===== src/rtl/sevenseg_digit_counter_if.sv =====
// Control inputs and digit outputs of the single-digit counter.
// Latency: pure wiring, no state.
// Backpressure: none; the digit and strobes are fire-and-forget.
interface sevenseg_digit_counter_if;
  logic       en;
  logic       auto_mode;
  logic       up;
  logic       step_btn;
  logic       clr;
  logic [3:0] digit;
  logic       digit_stb;
  logic       carry;

  // Drives the controls and observes the digit (e.g. a testbench or parent).
  modport master (
    output en, auto_mode, up, step_btn, clr,
    input  digit, digit_stb, carry
  );

  // The counter itself.
  modport slave (
    input  en, auto_mode, up, step_btn, clr,
    output digit, digit_stb, carry
  );
endinterface


===== src/rtl/sevenseg_digit_counter.sv =====
// BCD digit counter (0-9, up/down) advanced by a prescaled tick or a debounced button.
// Latency: digit/stb/carry registered; button press reaches the digit at edge 3+DB_CYCLES.
// Backpressure: none; advances not taken (en=0, wrong mode) are dropped, never queued.
module sevenseg_digit_counter #(
  parameter int unsigned TICK_DIV  = 12000000,
  parameter int unsigned DB_CYCLES = 120000
) (
  input  logic                         clk,
  input  logic                         rst_n,
  sevenseg_digit_counter_if.slave      bus
);

  localparam int unsigned PW = (TICK_DIV > 2) ? $clog2(TICK_DIV) : 1;
  localparam int unsigned CW = $clog2(DB_CYCLES + 1);
  localparam logic [PW-1:0] PRESC_LAST = PW'(TICK_DIV - 1);
  localparam logic [CW-1:0] DB_LAST    = CW'(DB_CYCLES - 1);

  logic          s1_q, s1_d;
  logic          s2_q, s2_d;
  logic          deb_q, deb_d;
  logic          deb_prev_q, deb_prev_d;
  logic [CW-1:0] db_cnt_q, db_cnt_d;
  logic [PW-1:0] presc_q, presc_d;
  logic [3:0]    digit_q, digit_d;
  logic          stb_q, stb_d;
  logic          carry_q, carry_d;

  logic          run;
  logic          tick;
  logic          step_evt;
  logic          advance;

  // Two-flop synchroniser; nothing looks at step_btn before s2.
  always_comb begin
    s1_d = bus.step_btn;
    s2_d = s1_q;
  end

  // Debounce: accept s2 only after DB_CYCLES consecutive cycles differing from the held level.
  always_comb begin
    deb_d      = deb_q;
    db_cnt_d   = '0;
    deb_prev_d = deb_q;
    if (s2_q != deb_q) begin
      if (db_cnt_q == DB_LAST) begin
        deb_d    = s2_q;
        db_cnt_d = '0;
      end else begin
        db_cnt_d = db_cnt_q + 1'b1;
      end
    end
  end

  // Prescaler runs only in enabled auto mode and restarts from zero on clear or mode exit.
  always_comb begin
    run      = bus.en & bus.auto_mode;
    tick     = run & (presc_q == PRESC_LAST);
    step_evt = deb_q & ~deb_prev_q;
    advance  = bus.en & (bus.auto_mode ? tick : step_evt);
    presc_d  = '0;
    if (run && !bus.clr && !tick) begin
      presc_d = presc_q + 1'b1;
    end
  end

  // Digit update: clear wins over advance; wraps are explicit compares, carry marks them.
  always_comb begin
    digit_d = digit_q;
    stb_d   = 1'b0;
    carry_d = 1'b0;
    if (bus.clr) begin
      digit_d = 4'd0;
      stb_d   = 1'b1;
    end else if (advance) begin
      stb_d = 1'b1;
      if (bus.up) begin
        if (digit_q == 4'd9) begin
          digit_d = 4'd0;
          carry_d = 1'b1;
        end else begin
          digit_d = digit_q + 4'd1;
        end
      end else begin
        if (digit_q == 4'd0) begin
          digit_d = 4'd9;
          carry_d = 1'b1;
        end else begin
          digit_d = digit_q - 4'd1;
        end
      end
    end
  end

  // State register; reset discards all counting and debounce progress.
  always_ff @(posedge clk or negedge rst_n) begin
    if (!rst_n) begin
      s1_q       <= 1'b0;
      s2_q       <= 1'b0;
      deb_q      <= 1'b0;
      deb_prev_q <= 1'b0;
      db_cnt_q   <= '0;
      presc_q    <= '0;
      digit_q    <= 4'd0;
      stb_q      <= 1'b0;
      carry_q    <= 1'b0;
    end else begin
      s1_q       <= s1_d;
      s2_q       <= s2_d;
      deb_q      <= deb_d;
      deb_prev_q <= deb_prev_d;
      db_cnt_q   <= db_cnt_d;
      presc_q    <= presc_d;
      digit_q    <= digit_d;
      stb_q      <= stb_d;
      carry_q    <= carry_d;
    end
  end

  assign bus.digit     = digit_q;
  assign bus.digit_stb = stb_q;
  assign bus.carry     = carry_q;

endmodule


===== src/flat_wrapper.sv =====
// flat-port wrapper written by rule: the top's interface ports become plain ports
module sevenseg_digit_counter_flat 
#(
  parameter int unsigned TICK_DIV  = 12000000,
  parameter int unsigned DB_CYCLES = 120000
)
  (clk, rst_n, bus_en, bus_auto_mode, bus_up, bus_step_btn, bus_clr, bus_digit, bus_digit_stb, bus_carry);
  sevenseg_digit_counter_if bus_i ();
  input  logic clk;
  input  logic rst_n;
  input wire logic [$bits(bus_i.en)-1:0] bus_en;
  input wire logic [$bits(bus_i.auto_mode)-1:0] bus_auto_mode;
  input wire logic [$bits(bus_i.up)-1:0] bus_up;
  input wire logic [$bits(bus_i.step_btn)-1:0] bus_step_btn;
  input wire logic [$bits(bus_i.clr)-1:0] bus_clr;
  output wire logic [$bits(bus_i.digit)-1:0] bus_digit;
  output wire logic [$bits(bus_i.digit_stb)-1:0] bus_digit_stb;
  output wire logic [$bits(bus_i.carry)-1:0] bus_carry;
  assign bus_i.en = bus_en;
  assign bus_i.auto_mode = bus_auto_mode;
  assign bus_i.up = bus_up;
  assign bus_i.step_btn = bus_step_btn;
  assign bus_i.clr = bus_clr;
  assign bus_digit = bus_i.digit;
  assign bus_digit_stb = bus_i.digit_stb;
  assign bus_carry = bus_i.carry;
  sevenseg_digit_counter #(.TICK_DIV(TICK_DIV), .DB_CYCLES(DB_CYCLES)) u_core (.clk(clk), .rst_n(rst_n), .bus(bus_i));
endmodule

===== config.mk =====
export PLATFORM = sky130hd
export DESIGN_NAME = sevenseg_digit_counter_flat
export DESIGN_NICKNAME = d
export VERILOG_FILES = /design/src/rtl/sevenseg_digit_counter_if.sv /design/src/rtl/sevenseg_digit_counter.sv /design/src/flat_wrapper.sv
export SDC_FILE = /design/constraint.sdc
export NUM_CORES = 1
export LEC_CHECK = 0
export ABC_AREA = 1
export BUFFER_PORTS_ARGS = -buffer_cell sky130_fd_sc_hd__buf_4
export CORE_MARGIN = 5
export CORE_UTILIZATION = 40
export DETAILED_ROUTE_END_ITERATION = 8
export PLACE_DENSITY = 0.6
export SLEW_MARGIN = 20
export SYNTH_ARGS = -nofsm -noshare
export SYNTH_HDL_FRONTEND = slang
export SYNTH_SLANG_ARGS = --single-unit

===== constraint.sdc =====
create_clock -name clk -period 1.8 [get_ports clk]
set_clock_uncertainty 0.05 [all_clocks]
set_input_delay 0.36 -clock clk [delete_from_list [all_inputs] [get_ports clk]]
set_output_delay 0.36 -clock clk [all_outputs]
set_load 0.01 [all_outputs]

; Word-level counts from Yosys, hierarchy flattened
; Index checks and enable logic that the tools add are counted.
[totals]
ff_bits = 51
output_inout_bits = 6
latch_bits = 0
input_bits = 7
mem_count = 0
ram_bits = 0
romBits = 0
[classes]
n_eq_ne = 4
mux = 16
bitwise = 5
addsub = 4
n_reduce_logical = 7
n_mul = 0
n_shift = 0
n_div = 0
magnitude_cmp = 0
[op_table]
columns = op, n
row1 = 17-bit two-way mux, 2
row2 = 24-bit by 1-bit adder with 24-bit output (second input constant), 1
row3 = 24-bit equality test (second input constant), 1
row4 = 24-bit two-way mux, 1
row5 = 4-bit two-way mux, 5
row6 = 17-bit by 1-bit adder with 17-bit output (second input constant), 1
row7 = 17-bit equality test (second input constant), 1
row8 = 1-bit two-way mux, 8
row9 = 4-bit by 1-bit adder with 4-bit output (second input constant), 1
row10 = 1-bit bitwise AND, 4
row11 = 4-bit equality test (second input constant), 1
row12 = 4-bit logical NOT, 1
row13 = 4-bit by 1-bit subtractor with 4-bit output (second input constant), 1
row14 = 1-bit logical AND, 2
row15 = 1-bit logical NOT, 2
row16 = 2-bit AND reduction, 1
row17 = 2-bit nonzero test, 1
row18 = 1-bit inequality test, 1
row19 = 1-bit NOT, 1

; Longest topological paths before layout
; Gate-level depths: netlist of run 1.
[logic_depth]
word_depth = 6
ltp_mapped = 10

; Worst setup path before layout of run 1
; Ideal clock, no wire load.
[synth_timing]
path_kind = register -> register
from = reg u_core.presc_q[0]
to = reg u_core.presc_q[13]
slack_ns = 0.256
arrival_ns = 1.375
required_time_ns = 1.631
path_buffers = 1
stages_incl_launch_ff = 10
setup_ns = 0.119
period_less_slack_ns = 1.544
cell_sequence = dfrtp_1 > ha_1 > nand3_2 > inv_2 > nand2_2 > nor2_4 > nand2_4 > nand3_4 > buf_6 > nor2_1
[synth_via]
elab_chain_cells = 5
[synth_lines]
columns = item, line_no
row1 = from (decl), sevenseg_digit_counter.sv:23  ; logic [PW-1:0] presc_q, presc_d;
row2 = from (signal assigned), sevenseg_digit_counter.sv:112  ; presc_q <= presc_d;
row3 = "parallel branches: the longest is 4 deep, another holds 24-bit by 1-bit adder with 24-bit output", --
row4 = 24-bit two-way mux *, sevenseg_digit_counter.sv:61  ; if (run && !bus.clr && !tick) begin
row5 = named net u_core.presc_d[13], sevenseg_digit_counter.sv:23
; Mark *: on every way through the listed nets, which the timed path passes.
; A chain may end at the register's enable or synchronous reset.

; Worst setup path in the final report of run 1
[layout_timing]
from = reg u_core.presc_q[1]
to = reg u_core.digit_q[1], in the netlist u_core.bus.digit[1]
[layout_via]
elab_chain_cells = 5
[layout_lines]
columns = item, line_no
row1 = 24-bit equality test, sevenseg_digit_counter.sv:57  ; tick = run & (presc_q == PRESC_LAST);
row2 = 1-bit bitwise AND, sevenseg_digit_counter.sv:57
row3 = 1-bit two-way mux, sevenseg_digit_counter.sv:59  ; advance = bus.en & (bus.auto_mode ? tick : step_evt);
row4 = 1-bit bitwise AND, sevenseg_digit_counter.sv:59
row5 = 2-bit nonzero test (no line), --
row6 = to (signal assigned), sevenseg_digit_counter.sv:113  ; digit_q <= digit_d;
row7 = to (decl), sevenseg_digit_counter.sv:24  ; logic [3:0] digit_q, digit_d;
; No other way between the ends.

==> results.json, run 1 <==
{
  "yosysTopAreaCell": "dfrtp_1",
  "max_freq_mhz": 599.4,
  "drt-initial-drc-count": 136,
  "rsz0062_at_grt": "false",
  "dpl.hpwl_mm": 4.583,
  "port_buffers": 12,
  "cts_sinks": 51,
  "routed_wl_mm": 6.430,
  "ys_seq_area_share_pct": 42.98,
  "tightest_slew_ns": 0.6593,
  "clk_latency_ns": 0.31,
  "finalSetupTns_ns": 0,
  "setup_viol": 0,
  "synth_warnings": 0,
  "vias_per_cell": 4.772,
  "power.leakage_uw": 0.001524,
  "core_um2": 7253,
  "cpMaxStageDelayCell": "dfrtp_1",
  "postRouteAntennaNets": 0,
  "grt-ovfl-total": 0,
  "critPathMaxStageDelay_ns": 0.38,
  "worstPathCellList": "ha_1 > nand3_2 > inv_2 > nand2_2 > nor2_4 > nand2_4 > nand2_4 > nand2_2 > nand3_1 > nand2_1",
  "hold_viol": 0,
  "synth_area_leaders": "dfrtp_1, nand2_1, nor2_1",
  "synth_area_um2": 2969,
  "synth_top_area_share_pct": 42.98,
  "die_w_um": 96.16,
  "synth_seq_cells": 51,
  "n_antenna_cell": 0,
  "grtUsageTotal_pct": 15.14,
  "fin_crit_ns": 1.668,
  "start_kind": "flop",
  "cts_tree": "built",
  "htreeDepth": 2,
  "synth_fp_nets": 408,
  "drv_slew": 0,
  "synth_cell_types": 29,
  "worstSetupPathType": "reg -> reg",
  "finalCritPeriodShare_pct": 92.68,
  "antenna_found_initial": 0,
  "syn_inst": 396,
  "first_pass_iters": 5,
  "worstPathRequired_ns": 1.96,
  "max-cap-violations": 0,
  "power.density_nw_per_um2": 633.6,
  "grt_pass1_wl_mm": 10.96,
  "cts_buffers": 5,
  "vdd_drop_max_uv": 295.1,
  "end_kind": "flop",
  "hp-class": "in -> async",
  "first_global_vias": 2375,
  "drcViolationCount": 0,
  "vias": 2467,
  "rows": 31,
  "worst-path-max-fanout": 6,
  "die_y_um": 96.16,
  "final_common_cell": "nand2_1",
  "ios": 13,
  "nets": 429,
  "drive_gt1_share_pct": 11.96,
  "gp_congestion": 0.9060,
  "wl_per_cell_um": 12.44,
  "final_cell_mix": "nand2_1, nor2_1, inv_1, dfrtp_1, nand3_1",
  "cts.root.buffer_cell": "clkbuf_8",
  "die_area_um2": 9246,
  "cp.arrival_ns": 1.82,
  "grt_max_degree": 52,
  "r2r_slack_ns": 0.13,
  "slew_headroom_pct": 56.05,
  "clk_path_buf_depth": 2,
  "area_growth_pct": 11.97,
  "start_util_pct": 40.93,
  "status": "complete, no violations",
  "clk_pin_slew_ns": 0.09,
  "hold_ws_ns": 0.01499,
  "avgSynthCellArea_um2": 7.498
}
-- cell type report --
cell class	instances	area, um^2
inverter	54	202.7
tap	99	123.9
multi-input combinational	289	1484
fill	746	3929
clock inverter	2	35.03
sequential	51	1276
clock buffer	6	82.58
timing repair buffer	16	120.1
-- flip-flops by register name (all words and copies together), names as in the netlist --
signal	flops
u_core.bus.carry	1
u_core.bus.digit	4
u_core.bus.digit_stb	1
u_core.db_cnt_q	17
u_core.deb_prev_d	1
u_core.deb_prev_q	1
u_core.presc_q	24
u_core.s1_q	1
u_core.s2_q	1
-- worst paths after layout --
| path | startpoint | end | cells past startpoint |
|---|---|---|---|
| min in group clk | bus_step_btn | u_core.s1_q | 1 |
| worst max-delay path | u_core.presc_q[1] | u_core.bus.digit[1] | 10 |
| max in group asynchronous | rst_n | u_core.bus.digit[0] | 1 |
| worst min register to register | u_core.s1_q | u_core.s2_q | 0 |
| worst min-delay path | rst_n | u_core.presc_q[19] | 1 |
| worst max register to register | u_core.presc_q[1] | u_core.bus.digit[1] | 10 |
-- synth_stat cells, drive strengths merged --
cell and n:
a21oi 6, and3 1, buf 2, clkbuf 1, clkinv 1, dfrtp 51
ha 5, inv 53, nand2 95, nand3 33, nand4 15, nor2 88
nor3 15, nor3b 1, nor4 1, o21ai 4, o21bai 1, or3 1
xnor2 8, xor2 14
-- power breakdown --
group | switching [uW] | internal, uW
clock network | 406 | 451
registers | 5.98 | 1150
logic | 64.2 | 24.6
-- what timing repair did --
item,4_1_cts,5_1_grt
setup buffers,0,0
endpoints found under the setup margin,0,9
endpoints found under the hold margin,0,0
gates resized for setup,0,2
hold buffers,0,0
-- critical path, delay by kind of cell (launching register included) --
| kind | cells | cell delay (ns) |
|---|---|---|
| adder cells (fa/ha/maj) | 1 | 0.24 |
| AND/OR/NAND/NOR | 8 | 0.80 |
| buffers and inverters | 1 | 0.09 |
| flip-flops | 1 | 0.38 |
-- layer usage --
| layer | part of all wire (%) | global-route usage [%] | routed length (um) |
|---|---|---|---|
| met1 | 49 | 19.85 | 3130 |
| met2 | 46 | 25.19 | 2975 |
| met3 | 4.2 | 3.753 | 269 |
| met4 | 0.84 | 3.318 | 54 |
| met5 | 0 | 0 | 0 |
-- kinds of logic after synthesis --
group,synth area share [%]
compound gates,1.939
buf+inv,7.711
fa+ha+maj,2.107
simple gates,38.77
flops,42.98
xor+xnor,6.490
-- through the flow --
stage | util (%) | cells | power, uW | instance area, um^2 | worst slack, ns
final | 45.83 | 517 | 2106 | 3324 | 0.1317
after global routing | 45.83 | 517 | 2199 | 3324 | 0.01981
after floorplan | - | 396 | 1222 | 2969 | 0.2565
after global placement | 43.94 | 508 | 1268 | 3187 | 0.1436
after CTS | 45.56 | 516 | 2124 | 3304 | 0.08961
after detailed placement | 43.94 | 508 | 1270 | 3187 | 0.09926
Note: power is estimated with default switching activity, not from simulation.
==> inputs of run 2 (changes only) <==
clock period = 2.1 ns   (was 1.8 ns; I/O delays follow)
==> run 2 against run 1 <==
Against the previous run: final cell count is 0.77% lower; register-to-register slack gained 0.18 ns; critical path type unchanged; largest power group unchanged; maximum frequency down 6.8%; die area is the same.
==> results.json, run 2 (synthesis results as in run 1) <==
{
  "status": "complete, no violations",
  "vias": 2485,
  "clk_pin_slew_ns": 0.09,
  "hp-class": "in -> async",
  "fin_crit_ns": 1.790,
  "port_buffers": 12,
  "rows": 31,
  "worstPathRequired_ns": 2.27,
  "clkPwrFrac_pct": 39.9,
  "slew_headroom_pct": 57.41,
  "drive_gt1_share_pct": 10.87,
  "fillers": 737,
  "dpl.hpwl_mm": 4.468,
  "finalSetupTns_ns": 0,
  "p_int_uw": 1395,
  "htreeDepth": 2,
  "finalCritPeriodShare_pct": 85.26,
  "antenna_found_initial": 0,
  "hold_viol": 0,
  "cts.root.buffer_cell": "clkbuf_8",
  "clk_latency_ns": 0.30,
  "drv_slew": 0,
  "area_growth_pct": 10.54,
  "power.leakage_uw": 0.001505,
  "worst-path-max-fanout": 24,
  "grt_pass1_wl_mm": 11.04,
  "post_cts_buffers": 0,
  "power_frac_seq_pct": 56.2,
  "end_kind": "flop",
  "vdd_drop_max_uv": 248.7,
  "cts_hold_buf": 0,
  "final_common_cell": "nand2_1",
  "start_kind": "flop",
  "grtUsageTotal_pct": 14.98,
  "gp_congestion": 0.8964,
  "vias_per_cell": 4.844,
  "max-cap-violations": 0,
  "wl_per_cell_um": 11.73,
  "worstSetupPathType": "reg -> reg",
  "place_inst": 505,
  "ios": 13,
  "rsz0062_at_grt": "false",
  "largest_reg_flops": 24,
  "p_switching_uw": 378.5,
  "max_freq_mhz": 558.5,
  "cts_sinks": 51,
  "hold_ws_ns": 0.07241,
  "grt-ovfl-total": 0,
  "die_area_um2": 9246,
  "tightest_slew_ns": 0.6389,
  "final_cells": 513,
  "p_comb_share_pct": 3.9,
  "drt-initial-drc-count": 102,
  "switching_share_pct": 21.34,
  "grt_max_degree": 52,
  "core_um2": 7253,
  "top_register": "u_core.presc_q",
  "routed_wl_mm": 6.020,
  "drcViolationCount": 0,
  "setup_viol": 0,
  "first_pass_iters": 5,
  "cts_buffers": 5,
  "clk_path_buf_depth": 2,
  "cts_tree": "built",
  "nets": 425,
  "n_antenna_cell": 0,
  "power.density_nw_per_um2": 540.3,
  "postRouteAntennaNets": 0,
  "post_cts_resized": 0,
  "fin_total_pwr_uw": 1773,
  "final_cell_mix": "nand2_1, nor2_1, inv_1, dfrtp_1, nand3_1",
  "die_y_um": 96.16,
  "first_global_vias": 2444,
  "cp.arrival_ns": 1.96,
  "die_w_um": 96.16,
  "start_util_pct": 40.93
}
[run 2: per-stage QoR]
step                util (%)  area, um^2  setup WS (ns)
floorplan                  -        2969         0.5565
global placement       43.63        3164         0.3925
detailed placement     43.63        3164         0.3180
CTS                    45.25        3282         0.3006
global route           45.25        3282         0.1080
finish                 45.25        3282         0.3096
[run 2: area by class of cell]
cell class | instances | area [um^2] | area share [%]
sequential | 51 | 1276 | 38.89
multi-input combinational | 288 | 1464 | 44.61
inverter | 54 | 202.7 | 6.176
clock inverter | 2 | 35.03 | 1.067
timing repair buffer | 13 | 97.59 | 2.974
tap | 99 | 123.9 | 3.774
clock buffer | 6 | 82.58 | 2.516
[run 2: routing by layer]
metal / vias up / part of all wire, % / global-route usage, %
li1: 1273 / - / -
met1: 1168 / 48 / 19.51
met2: 38 / 49 / 25.24
met3: 6 / 2.5 / 2.893
met4: 0 / 0.98 / 4.147
met5: - / 0 / 0
[run 2: power groups by stage]
stage / registers, uW / logic (uW) / clock network [uW]
after detailed placement: 1020 / 72.1 / 0
after global placement: 1010 / 71.2 / 0
after floorplan: 1010 / 32.4 / 0
final: 996 / 69.8 / 708
after global routing: 997 / 82.0 / 781
after CTS: 996 / 72.0 / 734
[run 2: critical path: stages, from the launching register on]
cell     delay, ns
dfrtp_1       0.46
ha_1          0.28
nand3_2       0.14
inv_2         0.05
nand2_2       0.12
nor2_4        0.05
nand2_4       0.09
nand3_4       0.25
nor3_1        0.21
[run 2: path summary, 6_finish.rpt]
check / start / endpoint / slack (ns) / cells past startpoint
worst max register to register: u_core.presc_q[0] / u_core.presc_q[5] / 0.31 / 8
worst min-delay path: rst_n / u_core.presc_q[16] / 0.07 / 1
worst max-delay path: u_core.presc_q[0] / u_core.presc_q[5] / 0.31 / 8
worst min register to register: u_core.s1_q / u_core.s2_q / 0.30 / 0
min in group clk: bus_step_btn / u_core.s1_q / 0.17 / 1
max in group asynchronous: rst_n / u_core.presc_q[9] / 1.49 / 1
